## src/rtl/mem_bus_arbiter_pkg.sv

```systemverilog
// Shared types and constants for the two-master data-bus arbiter.
package mem_bus_arbiter_pkg;

    typedef enum logic [1:0] {
        IDLE  = 2'd0,
        GRANT = 2'd1,
        ACK   = 2'd2
    } state_e;

    localparam logic CPU = 1'b0;
    localparam logic DMA = 1'b1;

    localparam int          PER_SEL_BIT_DEF = 30;
    localparam logic [31:0] BUS_ADDR_RST    = 32'h0000_0000;
    localparam logic [31:0] BUS_WDATA_RST   = 32'h0000_0000;

    function automatic logic [1:0] id2onehot(input logic id);
        return id ? 2'b10 : 2'b01;
    endfunction

endpackage

```

## src/rtl/rr_pick2.sv

```systemverilog
// Two-way winner select: lone requester wins, ties go to the CPU under fixed
// priority, otherwise to the master that was not served last.
module rr_pick2
    import mem_bus_arbiter_pkg::*;
(
    input  logic [1:0] req_i,
    input  logic       last_i,
    input  logic       fixed_prio_i,
    output logic [1:0] win_o
);

    always_comb begin
        win_o = 2'b00;
        case (req_i)
            2'b01:   win_o = 2'b01;
            2'b10:   win_o = 2'b10;
            2'b11:   win_o = (fixed_prio_i || (last_i == DMA)) ? 2'b01 : 2'b10;
            default: win_o = 2'b00;
        endcase
    end

endmodule

```

## src/rtl/mem_bus_arbiter.sv

```systemverilog
// Shares the DataMem/Peripheral bus between the CPU MEM-stage port and a DMA
// requester; each access runs IDLE -> GRANT (strobe) -> ACK (ack pulse).
module mem_bus_arbiter
    import mem_bus_arbiter_pkg::*;
#(
    parameter bit CPU_FIXED_PRIO = 1'b0,
    parameter int PER_SEL_BIT    = PER_SEL_BIT_DEF
) (
    input  logic        clk,
    input  logic        reset,
    input  logic        cpu_req,
    input  logic        cpu_wr,
    input  logic [31:0] cpu_addr,
    input  logic [31:0] cpu_wdata,
    output logic [31:0] cpu_rdata,
    output logic        cpu_ack,
    output logic        cpu_stall,
    input  logic        dma_req,
    input  logic        dma_wr,
    input  logic [31:0] dma_addr,
    input  logic [31:0] dma_wdata,
    output logic [31:0] dma_rdata,
    output logic        dma_ack,
    output logic [31:0] bus_addr,
    output logic [31:0] bus_wdata,
    output logic        mem_rd,
    output logic        mem_wr,
    output logic        per_rd,
    output logic        per_wr,
    input  logic [31:0] mem_rdata,
    input  logic [31:0] per_rdata,
    output logic [1:0]  grant
);

    state_e      state_q, state_d;
    logic        owner_q, owner_d;
    logic        last_q, last_d;
    logic        wr_q, wr_d;
    logic [31:0] bus_addr_q, bus_addr_d;
    logic [31:0] bus_wdata_q, bus_wdata_d;
    logic [31:0] cpu_rdata_q, cpu_rdata_d;
    logic [31:0] dma_rdata_q, dma_rdata_d;
    logic [1:0]  win;
    logic        per_sel;
    logic [31:0] rd_sel;

    rr_pick2 u_pick (
        .req_i        ({dma_req, cpu_req}),
        .last_i       (last_q),
        .fixed_prio_i (CPU_FIXED_PRIO),
        .win_o        (win)
    );

    assign per_sel = bus_addr_q[PER_SEL_BIT];
    assign rd_sel  = per_sel ? per_rdata : mem_rdata;

    always_ff @(posedge clk) begin
        if (reset) begin
            state_q     <= IDLE;
            owner_q     <= CPU;
            last_q      <= DMA;
            wr_q        <= 1'b0;
            bus_addr_q  <= BUS_ADDR_RST;
            bus_wdata_q <= BUS_WDATA_RST;
            cpu_rdata_q <= 32'h0;
            dma_rdata_q <= 32'h0;
        end else begin
            state_q     <= state_d;
            owner_q     <= owner_d;
            last_q      <= last_d;
            wr_q        <= wr_d;
            bus_addr_q  <= bus_addr_d;
            bus_wdata_q <= bus_wdata_d;
            cpu_rdata_q <= cpu_rdata_d;
            dma_rdata_q <= dma_rdata_d;
        end
    end

    always_comb begin
        state_d     = state_q;
        owner_d     = owner_q;
        last_d      = last_q;
        wr_d        = wr_q;
        bus_addr_d  = bus_addr_q;
        bus_wdata_d = bus_wdata_q;
        cpu_rdata_d = cpu_rdata_q;
        dma_rdata_d = dma_rdata_q;
        case (state_q)
            IDLE: begin
                // Latch the winner's request so the master may change its inputs afterwards
                if (|win) begin
                    state_d     = GRANT;
                    owner_d     = win[1];
                    wr_d        = win[1] ? dma_wr    : cpu_wr;
                    bus_addr_d  = win[1] ? dma_addr  : cpu_addr;
                    bus_wdata_d = win[1] ? dma_wdata : cpu_wdata;
                end
            end
            GRANT: begin
                state_d = ACK;
                if (!wr_q) begin
                    if (owner_q == DMA) dma_rdata_d = rd_sel;
                    else                cpu_rdata_d = rd_sel;
                end
            end
            ACK: begin
                state_d = IDLE;
                last_d  = owner_q;
            end
            default: state_d = IDLE;
        endcase
    end

    always_comb begin
        mem_rd  = (state_q == GRANT) && !wr_q && !per_sel;
        mem_wr  = (state_q == GRANT) &&  wr_q && !per_sel;
        per_rd  = (state_q == GRANT) && !wr_q &&  per_sel;
        per_wr  = (state_q == GRANT) &&  wr_q &&  per_sel;
        cpu_ack = (state_q == ACK) && (owner_q == CPU);
        dma_ack = (state_q == ACK) && (owner_q == DMA);
        grant   = (state_q == IDLE) ? 2'b00 : id2onehot(owner_q);
    end

    assign cpu_stall = cpu_req && !cpu_ack;
    assign cpu_rdata = cpu_rdata_q;
    assign dma_rdata = dma_rdata_q;
    assign bus_addr  = bus_addr_q;
    assign bus_wdata = bus_wdata_q;

endmodule

```

## config.mk

```make
export PLATFORM = sky130hd
export DESIGN_NAME = mem_bus_arbiter
export DESIGN_NICKNAME = d
export VERILOG_FILES = /design/src/rtl/mem_bus_arbiter_pkg.sv /design/src/rtl/rr_pick2.sv /design/src/rtl/mem_bus_arbiter.sv
export SDC_FILE = /design/constraint.sdc
export NUM_CORES = 1
export LEC_CHECK = 0
export ABC_AREA = 0
export CAP_MARGIN = 40
export CELL_PAD_IN_SITES_DETAIL_PLACEMENT = 1
export CELL_PAD_IN_SITES_GLOBAL_PLACEMENT = 1
export CORE_AREA = 4 4 153 155
export CTS_CLUSTER_SIZE = 14
export DETAILED_ROUTE_END_ITERATION = 10
export DIE_AREA = 0 0 157 159
export HOLD_SLACK_MARGIN = 0.02
export PLACE_DENSITY = 0.81
export SLEW_MARGIN = 0
export SYNTH_ARGS = -nofsm -noshare
export SYNTH_HDL_FRONTEND = slang
export SYNTH_SLANG_ARGS = --single-unit
```

## constraint.sdc

```tcl
create_clock -name clk -period 1.85 [get_ports clk]
set_clock_uncertainty 0.05 [all_clocks]
set_input_delay 0.37 -clock clk [delete_from_list [all_inputs] [get_ports clk]]
set_output_delay 0.37 -clock clk [all_outputs]
set_load 0.01 [all_outputs]
```

==> results summary <==
The flow ran to the end, and the final reports show no timing, DRC or antenna violations. The final number of max-transition violations came to 0. The cell count after synthesis came out at 647. The wire length of the first global-routing pass came out at 36300 um. In this run the critical register-to-register path is launched from state_q[1]. Counting along the longest clock path gives a buffer depth of 2.

The largest fanout on the critical path is 2. The level count of the clock H-tree came out at 4. The startpoint type of the worst setup path is a flop. Across all register-to-register paths, the minimum setup slack is 0.20 ns. The most common cell after layout, fill and taps aside is sky130_fd_sc_hd__clkdlybuf4s50_1. The detailed placement HPWL is 18600 um.

In this run the standard cell core region covers 21800 um^2. Traced cell by cell, the critical path runs through clkdlybuf4s50_1. The number of cells on the worst reg-to-reg path came out at 5.

The initial antenna violation count is 0. The share of the synthesized area in the top cell type is 45.2%. In this run the number of cells on the critical path is 1. The final-layout setup total negative slack came out at 0 ns. Power spread over the standard cell area amounts to 900 nW/um^2. The later-pin clock latency in the skew report is 0.41 ns.

The cell family contributing the most delay on the critical path is buffers and inverters. The die is 157 um wide. The antenna diode count came out at 0. The share of the yosys chip area belonging to registers is 45.2%. The effective utilization at floorplan is 27.0%. The required time of the critical path came out at 1.43 ns. The distinct cell type count after synthesis is 27. The origin of the worst setup path is cpu_rdata[15].

The peak ir drop on the vdd network is 0.000512 V. The post-route clock period utilization is 97.5%. For this run, the leading register cell type out of synthesis is sky130_fd_sc_hd__dfxtp_1. The hold violation count in the final report is 0. The total clock buffers created by CTS came out at 17.

Static timing analysis puts the maximum clock frequency at 0.554 GHz. The DRC marker count from the first detailed-route iteration is 158. The type of the tightest min-delay check is in -> reg. Clock-pin slew was measured on the worst setup and hold paths at 0.07 ns. The via density per instance is 4.88. The aggregate global routing overflow is 0. The share of layout cells above drive strength 1 is 13.0%. After clock tree synthesis, the repair step resized 28 gates. The vertical die dimension came out at 159 um. The largest net degree at the start of global routing came out at 65. 335 I/O pins were placed. The placement row count is 54.

Summing every instance area after synthesis gives 5890 um^2. The remaining antenna violation count is 0. OpenSTA, run right after detailed placement, puts the worst setup slack at -0.190 ns. The number of global-route vias before repair is 6532. The average instance area after synthesis is 9.10 um^2. In the final routed layout, each cell accounts on average for 19.2 um.

The global routing usage summed across all routing layers came out at 18.3%. The number of synthesis warnings is 0. Counting flops and latches in the post-synthesis netlist gives 133.

The final worst-path setup slack came out at 0.0457 ns. TritonCTS built the clock tree. The share of flip-flops with an asynchronous set or reset is 0%.

For this block, the routed nets add up to 24100 um of wire. The critical path buffer and inverter count came out at 1. The final number of setup-violating endpoints came out at 0.

The final routed DRC violation total is 0. The largest single stage delay on the critical path is 0.59 ns. The hold-fix buffer count after cts is 0. The count of clock tree sinks is 133. The die covers 25000 um^2. The library cells used most frequently in the layout, excluding fill and tap cells, are 322 x sky130_fd_sc_hd__clkdlybuf4s50_1, 131 x sky130_fd_sc_hd__nand2_1, 128 x sky130_fd_sc_hd__dfxtp_1. The max-slew headroom at the worst pin is 77.9%. The data arrival time of the critical path is 1.38 ns. The max-capacitance violation count is 0. The number of fillers in the final layout is 2494. The via total after detailed routing is 6130. In the post-synthesis netlist, the biggest area contributors are sky130_fd_sc_hd__dfxtp_1 45%, sky130_fd_sc_hd__a311oi_2 9.9%, sky130_fd_sc_hd__nand2_1 8.3%.

The slowest library cell on the worst path is sky130_fd_sc_hd__clkdlybuf4s50_1. The leakage power came out at 0.00368 uW. The count of flip-flops with a built-in enable after synthesis came out at 0. The port buffer count is 334.

For this run, the post-layout net count is 1161. The worst hold path begins at reset. The worst hold path stage count came out at 2.

The smallest clock period supported by the final layout is computed as 1.80 ns. The buffers inserted during post-CTS setup optimization is 0. The layout-stage area growth over the synthesis result came out at 73.6%. Of all cell types, the one taking the most synthesized area is sky130_fd_sc_hd__dfxtp_1.

The category of the most critical setup path is reg -> out. In this run the clock root is driven by a sky130_fd_sc_hd__clkbuf_16. The transition time of the tightest slew-check pin is 0.322 ns.

The category of the worst setup path capture point is a primary output. The number of nets in the synthesized netlist is 845. The global placement routability congestion is 0.779.

The pre-antenna-repair detailed-routing pass consisted of 5 iterations.
==> registers in the layout, summed over array words and instances (netlist names) <==
name       cells
bus_addr      32
bus_wdata     32
cpu_rdata     32
dma_rdata     32
state_q        2
last_q         1
owner_q        1
wr_q           1
==> cell usage after synthesis (all sizes together), types with 2 or more instances <==
cell type	instances
dfxtp	133
nand2	131
nor2	70
a21oi	66
a311oi	65
a211oi	64
buf	39
mux2i	32
clkbuf	30
nand2b	2
nor2b	2
nor3b	2
==> report_power, final <==
part           total, uW  switching [uW]  internal [uW]  leakage, uW
Clock               3610            1410           2200     0.000306
Combinational       2300            1050           1240      0.00228
Sequential          3300             170           3130      0.00110
Total               9210            2630           6570      0.00368
==> routing by layer <==
layer  GRT usage (%)  routed length [um]
met4            6.51                 653
met3            6.80                2510
met1            20.4                9410
met5               0                   0
met2            31.6               11500
==> area by class of cell <==
cell class,instances,area [um^2],share of cell area (%)
clock inverter,14,190,1.86
sequential,133,2670,26.1
clock buffer,18,439,4.29
timing repair buffer,366,3690,36.1
inverter,1,3.75,0.0367
tap,280,350,3.43
multi-input combinational,444,2880,28.2
==> worst register-to-register path: stages (launching register included) <==
cell,delay [ns]
sky130_fd_sc_hd__dfxtp_4,0.37
sky130_fd_sc_hd__buf_4,0.15
sky130_fd_sc_hd__and4bb_2,0.45
sky130_fd_sc_hd__buf_12,0.24
sky130_fd_sc_hd__nor2_1,0.08
sky130_fd_sc_hd__a211oi_1,0.22
==> final timing paths <==
path / endpoint
hold / removal: bus_addr[22]
setup reg to reg: dma_rdata[11]
hold reg to reg: dma_rdata[4]
setup / recovery: cpu_rdata[15]
==> metrics by stage <==
step | area [um^2] | hold slack, ns | utilization, % | power, uW | cells
3_3_place_gp | 9590 | 0.434 | 44.0 | 5610 | 1224
6_report | 10200 | 0.275 | 46.9 | 9210 | 1256
2_1_floorplan | 5890 | 0.410 | - | 4360 | 647
5_1_grt | 10200 | 0.279 | 46.9 | 9630 | 1256
3_5_place_dp | 9590 | 0.442 | 44.0 | 5680 | 1224
4_1_cts | 10200 | 0.266 | 46.9 | 9350 | 1256
==> cells by family (layout without fill, tap and decap cells) <==
kind of cell,Yosys count,in the layout,share of synthesized area [%]
simple gates,213,213,14.5
compound gates,199,199,28.1
flops,133,133,45.2
buf+inv,70,399,6.67
mux,32,32,5.44
(Power assumes the default switching activity.)
